`src/rtl/floor_sensor.sv`:
```
`default_nettype none
// ============================================================================
// Module      : floor_sensor
// Description : Elevator plant model. Integrates cab position from the
//               controller direction, models the door-closed sensor and
//               produces pseudo-random one-cycle hall/car button presses.
// Revision    : 1.0 - initial release
// ============================================================================
module floor_sensor #(
    parameter int          TRAVEL_CYCLES     = 8,
    parameter int          DOOR_CLOSE_CYCLES = 5,
    parameter int          PRESS_INTERVAL    = 16,
    parameter logic [15:0] SEED              = 16'hACE1
) (
    input  logic       clk,
    input  logic       rst,
    input  logic [1:0] dir,
    input  logic       door,
    input  logic       btn_en,
    output logic [1:0] fs,
    output logic       dc,
    output logic       u1,
    output logic       u2,
    output logic       d2,
    output logic       d3,
    output logic       f1,
    output logic       f2,
    output logic       f3
);

    localparam int          POS_MAX  = 2 * TRAVEL_CYCLES;
    localparam int          PW       = $clog2(POS_MAX + 1);
    localparam int          DW       = $clog2(DOOR_CLOSE_CYCLES + 1);
    localparam int          IW       = (PRESS_INTERVAL > 1) ? $clog2(PRESS_INTERVAL) : 1;
    localparam logic [15:0] SEED_EFF = (SEED == 16'h0000) ? 16'hACE1 : SEED;

    localparam logic [PW-1:0] POS_F1   = '0;
    localparam logic [PW-1:0] POS_F2   = PW'(TRAVEL_CYCLES);
    localparam logic [PW-1:0] POS_F3   = PW'(POS_MAX);
    localparam logic [DW-1:0] DOOR_END = DW'(DOOR_CLOSE_CYCLES - 1);
    localparam logic [IW-1:0] INT_END  = IW'(PRESS_INTERVAL - 1);

    logic [PW-1:0] pos_q, pos_d;
    logic [1:0]    fs_q, fs_d;
    logic          dc_q, dc_d;
    logic [DW-1:0] dcnt_q, dcnt_d;
    logic [15:0]   lfsr_q, lfsr_d;
    logic [IW-1:0] icnt_q, icnt_d;
    logic [6:0]    btn_q, btn_d;
    logic          wrap;

    // Cab motion (only with the door fully closed) and floor decode of the next position
    always_comb begin
        pos_d = pos_q;
        if (dc_q) begin
            if (dir == 2'b01 && pos_q != POS_F3) begin
                pos_d = pos_q + PW'(1);
            end else if (dir == 2'b10 && pos_q != POS_F1) begin
                pos_d = pos_q - PW'(1);
            end
        end
        if (pos_d == POS_F1) begin
            fs_d = 2'b01;
        end else if (pos_d == POS_F2) begin
            fs_d = 2'b10;
        end else if (pos_d == POS_F3) begin
            fs_d = 2'b11;
        end else begin
            fs_d = 2'b00;
        end
    end

    // Door sensor: open immediately on command, close after a full uninterrupted countdown
    always_comb begin
        dc_d   = dc_q;
        dcnt_d = dcnt_q;
        if (door) begin
            dc_d   = 1'b0;
            dcnt_d = '0;
        end else if (!dc_q) begin
            if (dcnt_q == DOOR_END) begin
                dc_d   = 1'b1;
                dcnt_d = '0;
            end else begin
                dcnt_d = dcnt_q + DW'(1);
            end
        end
    end

    // Button generator: free-running LFSR, interval counter gated by btn_en, one-hot press on wrap
    always_comb begin
        lfsr_d = {lfsr_q[0] ^ lfsr_q[2] ^ lfsr_q[3] ^ lfsr_q[5], lfsr_q[15:1]};
        wrap   = btn_en && (icnt_q == INT_END);
        icnt_d = icnt_q;
        btn_d  = '0;
        if (btn_en) begin
            icnt_d = wrap ? '0 : icnt_q + IW'(1);
        end
        if (wrap && lfsr_q[2:0] != 3'd7) begin
            btn_d = 7'b000_0001 << lfsr_q[2:0];
        end
    end

    // State and output registers
    always_ff @(posedge clk or negedge rst) begin
        if (!rst) begin
            pos_q  <= '0;
            fs_q   <= 2'b01;
            dc_q   <= 1'b1;
            dcnt_q <= '0;
            lfsr_q <= SEED_EFF;
            icnt_q <= '0;
            btn_q  <= '0;
        end else begin
            pos_q  <= pos_d;
            fs_q   <= fs_d;
            dc_q   <= dc_d;
            dcnt_q <= dcnt_d;
            lfsr_q <= lfsr_d;
            icnt_q <= icnt_d;
            btn_q  <= btn_d;
        end
    end

    assign fs = fs_q;
    assign dc = dc_q;
    assign u1 = btn_q[0];
    assign u2 = btn_q[1];
    assign d2 = btn_q[2];
    assign d3 = btn_q[3];
    assign f1 = btn_q[4];
    assign f2 = btn_q[5];
    assign f3 = btn_q[6];

endmodule
`default_nettype wire

```
`config.mk`:
```
export PLATFORM = sky130hd
export DESIGN_NAME = floor_sensor
export DESIGN_NICKNAME = d
export VERILOG_FILES = /design/src/rtl/floor_sensor.sv
export SDC_FILE = /design/constraint.sdc
export NUM_CORES = 1
export LEC_CHECK = 0
export ABC_AREA = 1
export BUFFER_PORTS_ARGS = -buffer_cell sky130_fd_sc_hd__buf_2
export CORE_MARGIN = 1.5
export CORE_UTILIZATION = 55
export DETAILED_ROUTE_END_ITERATION = 10
export PLACE_DENSITY = 0.75
export SKIP_CTS_REPAIR_TIMING = 1
export SLEW_MARGIN = 20
export SYNTH_ARGS = -nofsm -noshare
export SYNTH_HDL_FRONTEND = slang
export SYNTH_SLANG_ARGS = --single-unit
```
`constraint.sdc`:
```
create_clock -name clk -period 3.3 [get_ports clk]
set_clock_uncertainty 0.2 [all_clocks]
set_input_delay 0.495 -clock clk [delete_from_list [all_inputs] [get_ports clk]]
set_output_delay 0.495 -clock clk [all_outputs]
set_load 0.01 [all_outputs]
```
==> results of run 1 <==
[kinds of logic after synthesis]
group	share of synthesized area (%)
adder cells (fa/ha/maj)	3.96
AO/OA/AOI/OAI	3.25
AND/OR/NAND/NOR	23.5
flip-flops	61.0
XOR/XNOR	1.66
buffers and inverters	6.65
[layout by cell type (no fill, tap or decap), types with 2 or more instances in the layout]
master / count
nand2_1: 35
dfrtp_1: 28
inv_1: 25
nand3_1: 19
buf_2: 15
dfstp_2: 10
nor3_1: 6
nor2_1: 6
ha_1: 5
clkbuf_4: 5
nand2_2: 4
o21ai_0: 4
xnor2_1: 3
a21oi_1: 3
nor2_4: 2
clkinvlp_4: 2
[state kept, by name (all words and copies together) (netlist names)]
register	cells
lfsr_q	16
dc	1
icnt_q	4
pos_q	5
dcnt_q	3
btn_q	7
fs	2
[synth_stat cells]
library cell | instances | area share, %
inv_1 | 25 | 5.9
nor2_2 | 1 | 0.40
dfrtp_1 | 28 | 44
nor3_1 | 6 | 1.9
inv_2 | 1 | 0.24
nand4_2 | 1 | 0.79
nand3_1 | 19 | 6.0
nor2_1 | 6 | 1.4
dfstp_2 | 10 | 17
ha_1 | 5 | 4.0
o31ai_1 | 1 | 0.48
xnor2_1 | 3 | 1.7
a21oi_2 | 1 | 0.55
nand2_2 | 4 | 1.6
nand4_1 | 1 | 0.40
nor2_4 | 2 | 1.4
a21oi_1 | 3 | 0.95
nor3_2 | 1 | 0.63
nand2_1 | 35 | 8.3
o21ai_0 | 4 | 1.3
buf_4 | 1 | 0.48
nand3_2 | 1 | 0.63
[cell type report]
cell class,instances,area share [%]
clock buffer,5,2.12
timing repair buffer,15,4.24
tap,31,2.19
multi-input combinational,94,28.9
clock inverter,3,2.55
inverter,26,5.52
sequential,38,54.5
[power breakdown]
group | internal [mW] | switching (mW)
Clock | 0.159 | 0.149
Sequential | 0.530 | 0.0568
Combinational | 0.0944 | 0.167
Total | 0.784 | 0.373
[routing by layer]
metal / GRT usage (%) / vias up / part of all wire, %
li1: - / 541 / -
met1: 22.6 / 521 / 45
met2: 31.6 / 20 / 50
met3: 4.84 / 8 / 3.4
met4: 7.14 / 0 / 1.5
met5: 0 / - / 0
[metrics by stage]
| stage | total power, mW | worst slack, ns |
|---|---|---|
| final | 1.16 | 1.42 |
| after global placement | 0.839 | 1.52 |
| after CTS | 1.17 | 1.41 |
| after detailed placement | 0.858 | 1.45 |
| after floorplan | 0.783 | 1.66 |
| after global routing | 1.25 | 1.24 |
[how the worst max path moves through the flow]
stage                        from              end  cells after the start
6_report             dc$_DFF_PN1_               dc                      1
5_1_grt        pos_q[0]$_DFF_PN0_  fs[1]$_DFF_PN0_                     10
4_1_cts              dc$_DFF_PN1_               dc                      1
3_5_place_dp   pos_q[0]$_DFF_PN0_  fs[1]$_DFF_PN0_                     11
3_3_place_gp   pos_q[0]$_DFF_PN0_  fs[1]$_DFF_PN0_                     11
2_1_floorplan  pos_q[0]$_DFF_PN0_  fs[1]$_DFF_PN0_                     11
==> metrics.cfg, run 1 <==
[critical_path]
crit_required_ns = 2.60
reg2reg_slack_ns = 1.43
r2r_start = pos_q[0]$_DFF_PN0_
worstPathArrival_ns = 1.18
crit_type = flip-flop to output pin
cp-end-kind = output pin
slowest_stage = dfstp_2
crit_path_max_fanout = 12
reg2reg_depth = 11
max_stage_delay_ns = 0.68
worst_r2r_endpoint = fs[1]$_DFF_PN0_
crit_path_start_kind = flip-flop
crit_family = flip-flops
path_cells = buf_2
crit_buf_inv = 1

[place]
gp_congestion = 0.987
place_area_um2 = 1690
io_buffers = 15
dp_hpwl_um = 1780
dp.cells = 204

[synth]
synth_area_per_cell_um2 = 9.94
ys_types = 22
syn-cell-area_um2 = 1580
synthCells = 159
synth_warnings = 0
seq_area_frac_synth_pct = 61.0
synth_fp_nets = 170
ys_seq_elements = 38

[global_routing]
gr-total-overflow = 0
grt_pass1_vias = 1138
antenna_found_initial = 0
grt_use_total_pct = 18.6
grt_pass1_wl_um = 4570
grt_max_degree = 39

[clocking]
cts_max_level = 2
clk_pin_slew_ns = 0.11
ctsLongestPathBuffers = 2
cts_buffers = 5
cts.sinks = 38
insertion_delay_ns = 0.33
cts_root_buf = clkbuf_4
cts_tree = done

[drt]
final_antenna_net_count = 0
wl_um = 2440
viasPerCell = 5.14
vias = 1090
drc = 0
dr.first_iter.drc_count = 48
routedWlPerCell_um = 11.5
drtPass1Iterations = 4

[outcome]
outcome = finished clean

[die]
die_area_um2 = 3200
initial_utilization_pct = 57.8
dieWidth_um = 56.6
fp.coreArea_um2 = 2730
die_y_um = 56.6
num_rows = 19
ios = 16

[layout]
multiInputGateArea_um2 = 512
finish.utilization_pct = 64.7
fillers = 236
layout-drive-gt1-share_pct = 24.9
finalNonFillerCells = 212
fin_area_um2 = 1770
regArea_um2 = 963
fin_nets = 191
syn_to_final_growth_pct = 12.0
diodes = 0

[timing]
slew_violations = 0
fmax_mhz = 532
final-hold-violation-count = 0
fin_crit_sh_pct = 56.9
fin_worst_hold_slack_ns = 0.0184
slew_headroom_pct = 49.3
grt_setup_unrepaired = false
setup_viol = 0
final.min_clock_period_ns = 1.88
max_slew.worst_pin.slew_ns = 0.761
fin_tns_setup_ns = 0

[min_path]
hold_path.class = input pin to async pin

[flow_run]
drv_cap = 0

[power]
ir_drop_uv = 439
cellLeakagePower_nw = 0.914
power_density_nw_per_um2 = 654

No activity file was read; power rests on OpenSTA's default activity.
==> inputs of run 2 (changes only) <==
clock period = 1.9 ns   (was 3.3 ns; I/O delays follow)
==> metrics.cfg, run 2 (synthesis results as in run 1) <==
[outcome]
outcome = finished clean

[layout]
reg_top3 = lfsr_q (16), btn_q (7), pos_q (5)
regArea_um2 = 963
largest-register = lfsr_q
fin_nets = 197
largest_reg_flops = 16
diodes = 0
syn_to_final_growth_pct = 17.0
finish.utilization_pct = 67.6
multiInputGateArea_um2 = 544
layout-drive-gt1-share_pct = 28.3
final_cell_mix = 33 x nand2_1, 28 x dfrtp_1, 24 x inv_1
fillers = 213
final_common_cell = nand2_1
finalNonFillerCells = 218

[place]
dp_hpwl_um = 1790
dp.cells = 206
gp_congestion = 0.974
io_buffers = 15

[drt]
drc = 0
viasPerCell = 5.08
drtPass1Iterations = 4
routedWlPerCell_um = 12.0
wl_um = 2620
dr.first_iter.drc_count = 62
vias = 1107
final_antenna_net_count = 0

[power]
ir_drop_uv = 810
power_density_nw_per_um2 = 1130
cellLeakagePower_nw = 0.952
finalPower_mw = 2.10

[die]
fp.coreArea_um2 = 2730
die_area_um2 = 3200
initial_utilization_pct = 57.8
ios = 16
num_rows = 19
dieWidth_um = 56.6
die_y_um = 56.6

[timing]
setup_viol = 0
final.min_clock_period_ns = 1.79
slew_headroom_pct = 70.9
fin_tns_setup_ns = 0
fin_crit_sh_pct = 94.3
fmax_mhz = 558
slew_violations = 0
max_slew.worst_pin.slew_ns = 0.436
final-hold-violation-count = 0

[critical_path]
crit_required_ns = 1.97
crit_path_max_fanout = 5
reg2reg_slack_ns = 0.11
worst_r2r_endpoint = fs[1]$_DFF_PN0_
crit_path_start_kind = flip-flop
r2r_start = pos_q[0]$_DFF_PN0_
crit_type = flip-flop to flip-flop
reg2reg_depth = 10
worstPathArrival_ns = 1.86
cp-end-kind = flip-flop

[min_path]
whs_path_depth = 0
hold_end = lfsr_q[5]$_DFF_PN1_
hold_path.class = flip-flop to flip-flop
hp-start = lfsr_q[6]$_DFF_PN1_

[clocking]
cts_tree = done
clk_pin_slew_ns = 0.11
ctsLongestPathBuffers = 2
cts.sinks = 38
insertion_delay_ns = 0.33
cts_buffers = 5
cts_root_buf = clkbuf_4
cts_max_level = 2

[flow_run]
drv_cap = 0

[global_routing]
grt_use_total_pct = 19.0
antenna_found_initial = 0
grt_pass1_vias = 1112
grt_pass1_wl_um = 4650
gr-total-overflow = 0
grt_max_degree = 39

## run 2: cell count changes in the layout (fill, tap and decap cells not counted), sizes merged
cell and delta:
buf +3, dlygate4sd3 +3, clkinvlp -2, clkinv +2
## run 2: final cells by class
cell class | count | area share (%)
tap | 31 | 2.10
multi-input combinational | 94 | 29.4
sequential | 38 | 52.1
clock buffer | 5 | 2.03
clock inverter | 3 | 2.17
inverter | 26 | 5.28
timing repair buffer | 21 | 6.90
## run 2: worst max path at each step
stage | from | endpoint | slack [ns] | cells after the start
after floorplan | pos_q[0]$_DFF_PN0_ | fs[1]$_DFF_PN0_ | 0.26 | 11
after global placement | pos_q[0]$_DFF_PN0_ | fs[1]$_DFF_PN0_ | 0.13 | 11
after detailed placement | pos_q[0]$_DFF_PN0_ | fs[1]$_DFF_PN0_ | 0.03 | 11
after CTS | pos_q[0]$_DFF_PN0_ | fs[1]$_DFF_PN0_ | -0.006 | 11
after global routing | pos_q[0]$_DFF_PN0_ | fs[0]$_DFF_PN1_ | -0.02 | 11
final | pos_q[0]$_DFF_PN0_ | fs[1]$_DFF_PN0_ | 0.11 | 10
## run 2: per-stage QoR
step,setup slack (ns),instance area [µm²],hold WS (ns)
after floorplan,0.257,1580,-0.211
after global placement,0.129,1700,0.137
after detailed placement,0.0290,1700,0.139
after CTS,-0.00605,1780,-0.228
after global routing,-0.0227,1850,0.163
final,0.109,1850,0.163
## run 2: critical path, stage by stage, from the launching register on
cell     delay [ns]
dfrtp_1        0.44
inv_2          0.11
ha_4           0.16
nand3_2        0.13
nand2_4        0.12
nand2_1        0.06
nand2_1        0.09
nand3_1        0.10
nand2_2        0.09
nand3_1        0.08
a21oi_2        0.14
## run 2: power breakdown
part | internal, mW | switching, mW
sequential | 0.921 | 0.0861
clock | 0.273 | 0.249
combinational | 0.224 | 0.344
## run 2: metal layers
metal / part of all wire [%] / global-route usage, %
met1: 43 / 23.7
met2: 53 / 31.6
met3: 3.6 / 4.84
met4: 0.88 / 7.48
met5: 0 / 0
==> inputs of run 3 (changes only) <==
CORE_UTILIZATION = 60   (was 55)
PLACE_DENSITY = 0.81   (was 0.75)
clock period = 2.15 ns   (was 1.9 ns; I/O delays follow)
==> metrics.cfg, run 3 (synthesis results as in run 1) <==
[layout]
syn_to_final_growth_pct = 12.6
final_cell_mix = 35 x nand2_1, 28 x dfrtp_1, 25 x inv_1
largest_reg_flops = 16
fin_nets = 194
reg_top3 = lfsr_q (16), btn_q (7), pos_q (5)
final_common_cell = nand2_1
largest-register = lfsr_q
diodes = 0
finalNonFillerCells = 214
layout-drive-gt1-share_pct = 24.5

[drt]
final_antenna_net_count = 0
dr.first_iter.drc_count = 22
m1WireLength_um = 1120
wl_met2_um = 1350
met3WireLength_um = 98
wl_um = 2590
vias = 1098
routedWlPerCell_um = 12.1
drtPass1Iterations = 4
viasPerCell = 5.13
drc = 0
top_layer_used = met4

[critical_path]
crit_path_start_kind = flip-flop
max_stage_delay_ns = 0.46
crit_type = flip-flop to flip-flop
reg2reg_slack_ns = 0.31
crit_required_ns = 2.24
path_common_cell = nand2_1
crit_family = simple AND/OR/NAND/NOR gates
r2r_start = pos_q[1]$_DFF_PN0_
worstPathArrival_ns = 1.93
cp-end-kind = flip-flop
crit_buf_inv = 1
worst_r2r_endpoint = fs[1]$_DFF_PN0_
crit_path_start = pos_q[1]$_DFF_PN0_
reg2reg_depth = 11
crit_path_max_fanout = 6
path_cells = inv_1, ha_1, nand3_1, nand2_1, nand2_2, nand2_1, nand2_1, nand2_2, nor2_1, nand2_1, a21oi_2
slowest_stage = dfrtp_1

[flow_run]
drv_cap = 0

[timing]
max_slew.worst_pin.slew_ns = 0.770
slew_violations = 0
setup_viol = 0
final-hold-violation-count = 0
slew_headroom_pct = 48.7
final.min_clock_period_ns = 1.84
grt_setup_unrepaired = false
fmax_mhz = 542
fin_crit_sh_pct = 85.8
fin_tns_setup_ns = 0

[die]
ios = 16
fp.coreArea_um2 = 2480
num_rows = 18
die_y_um = 54.3
dieWidth_um = 54.3
die_area_um2 = 2950
initial_utilization_pct = 63.8

[min_path]
hp-start = lfsr_q[7]$_DFF_PN1_
hold_path.class = flip-flop to flip-flop
whs_path_depth = 0
hold_end = lfsr_q[6]$_DFF_PN1_

[place]
gp_congestion = 0.788
dp_hpwl_um = 1840
io_buffers = 15
dp.cells = 203

[clocking]
clk_pin_slew_ns = 0.12
cts_buffers = 5
insertion_delay_ns = 0.34
ctsLongestPathBuffers = 2
cts_tree = done
cts_max_level = 2
cts.sinks = 38
cts_root_buf = clkbuf_4

[outcome]
outcome = finished clean

[power]
cellLeakagePower_nw = 0.923
ir_drop_uv = 714
power_density_nw_per_um2 = 957

[global_routing]
grt_use_total_pct = 21.6
grt_max_degree = 39
grt_pass1_vias = 1079
antenna_found_initial = 0
grt_pass1_wl_um = 4310
gr-total-overflow = 0

-- run 3: per-stage QoR --
step                      power, mW  cell area (µm²)  hold slack [ns]  utilization (%)  setup slack (ns)
after floorplan                1.20             1580           -0.173                -             0.507
after CTS                      1.72             1750           -0.155             70.6             0.292
after global placement         1.28             1690            0.136             68.0             0.384
after global routing           1.83             1780            0.173             71.8             0.128
after detailed placement       1.32             1690            0.139             68.0             0.320
final                          1.70             1780            0.166             71.8             0.305
-- run 3: worst max path at each step --
| stage | to | slack (ns) | depth (start not counted) |
|---|---|---|---|
| after detailed placement | fs[1]$_DFF_PN0_ | 0.32 | 11 |
| after CTS | fs[1]$_DFF_PN0_ | 0.29 | 11 |
| after global placement | fs[1]$_DFF_PN0_ | 0.38 | 11 |
| after floorplan | fs[1]$_DFF_PN0_ | 0.51 | 11 |
| final | fs[1]$_DFF_PN0_ | 0.31 | 11 |
| after global routing | fs[1]$_DFF_PN0_ | 0.13 | 10 |
-- run 3: metal layers --
layer | track usage, % | vias to the layer above
met5 | 0 | -
met4 | 9.17 | 0
met3 | 9.29 | 2
met2 | 38.4 | 23
met1 | 21.9 | 525
li1 | - | 548
-- run 3: where the power goes --
group | leakage (nW) | switching [mW] | total (mW) | internal, mW
clock network | 0.0343 | 0.235 | 0.392 | 0.157
logic | 0.419 | 0.260 | 0.409 | 0.149
registers | 0.471 | 0.0880 | 0.902 | 0.814
-- run 3: area by class of cell --
class / instances / area (µm²)
Timing Repair Buffer: 18 / 105
Fill cell: 172 / 698
Multi-Input combinational cell: 94 / 512
Inverter: 26 / 97.6
Tap cell: 30 / 37.5
Sequential cell: 38 / 963
Clock inverter: 2 / 12.5
Clock buffer: 6 / 51.3
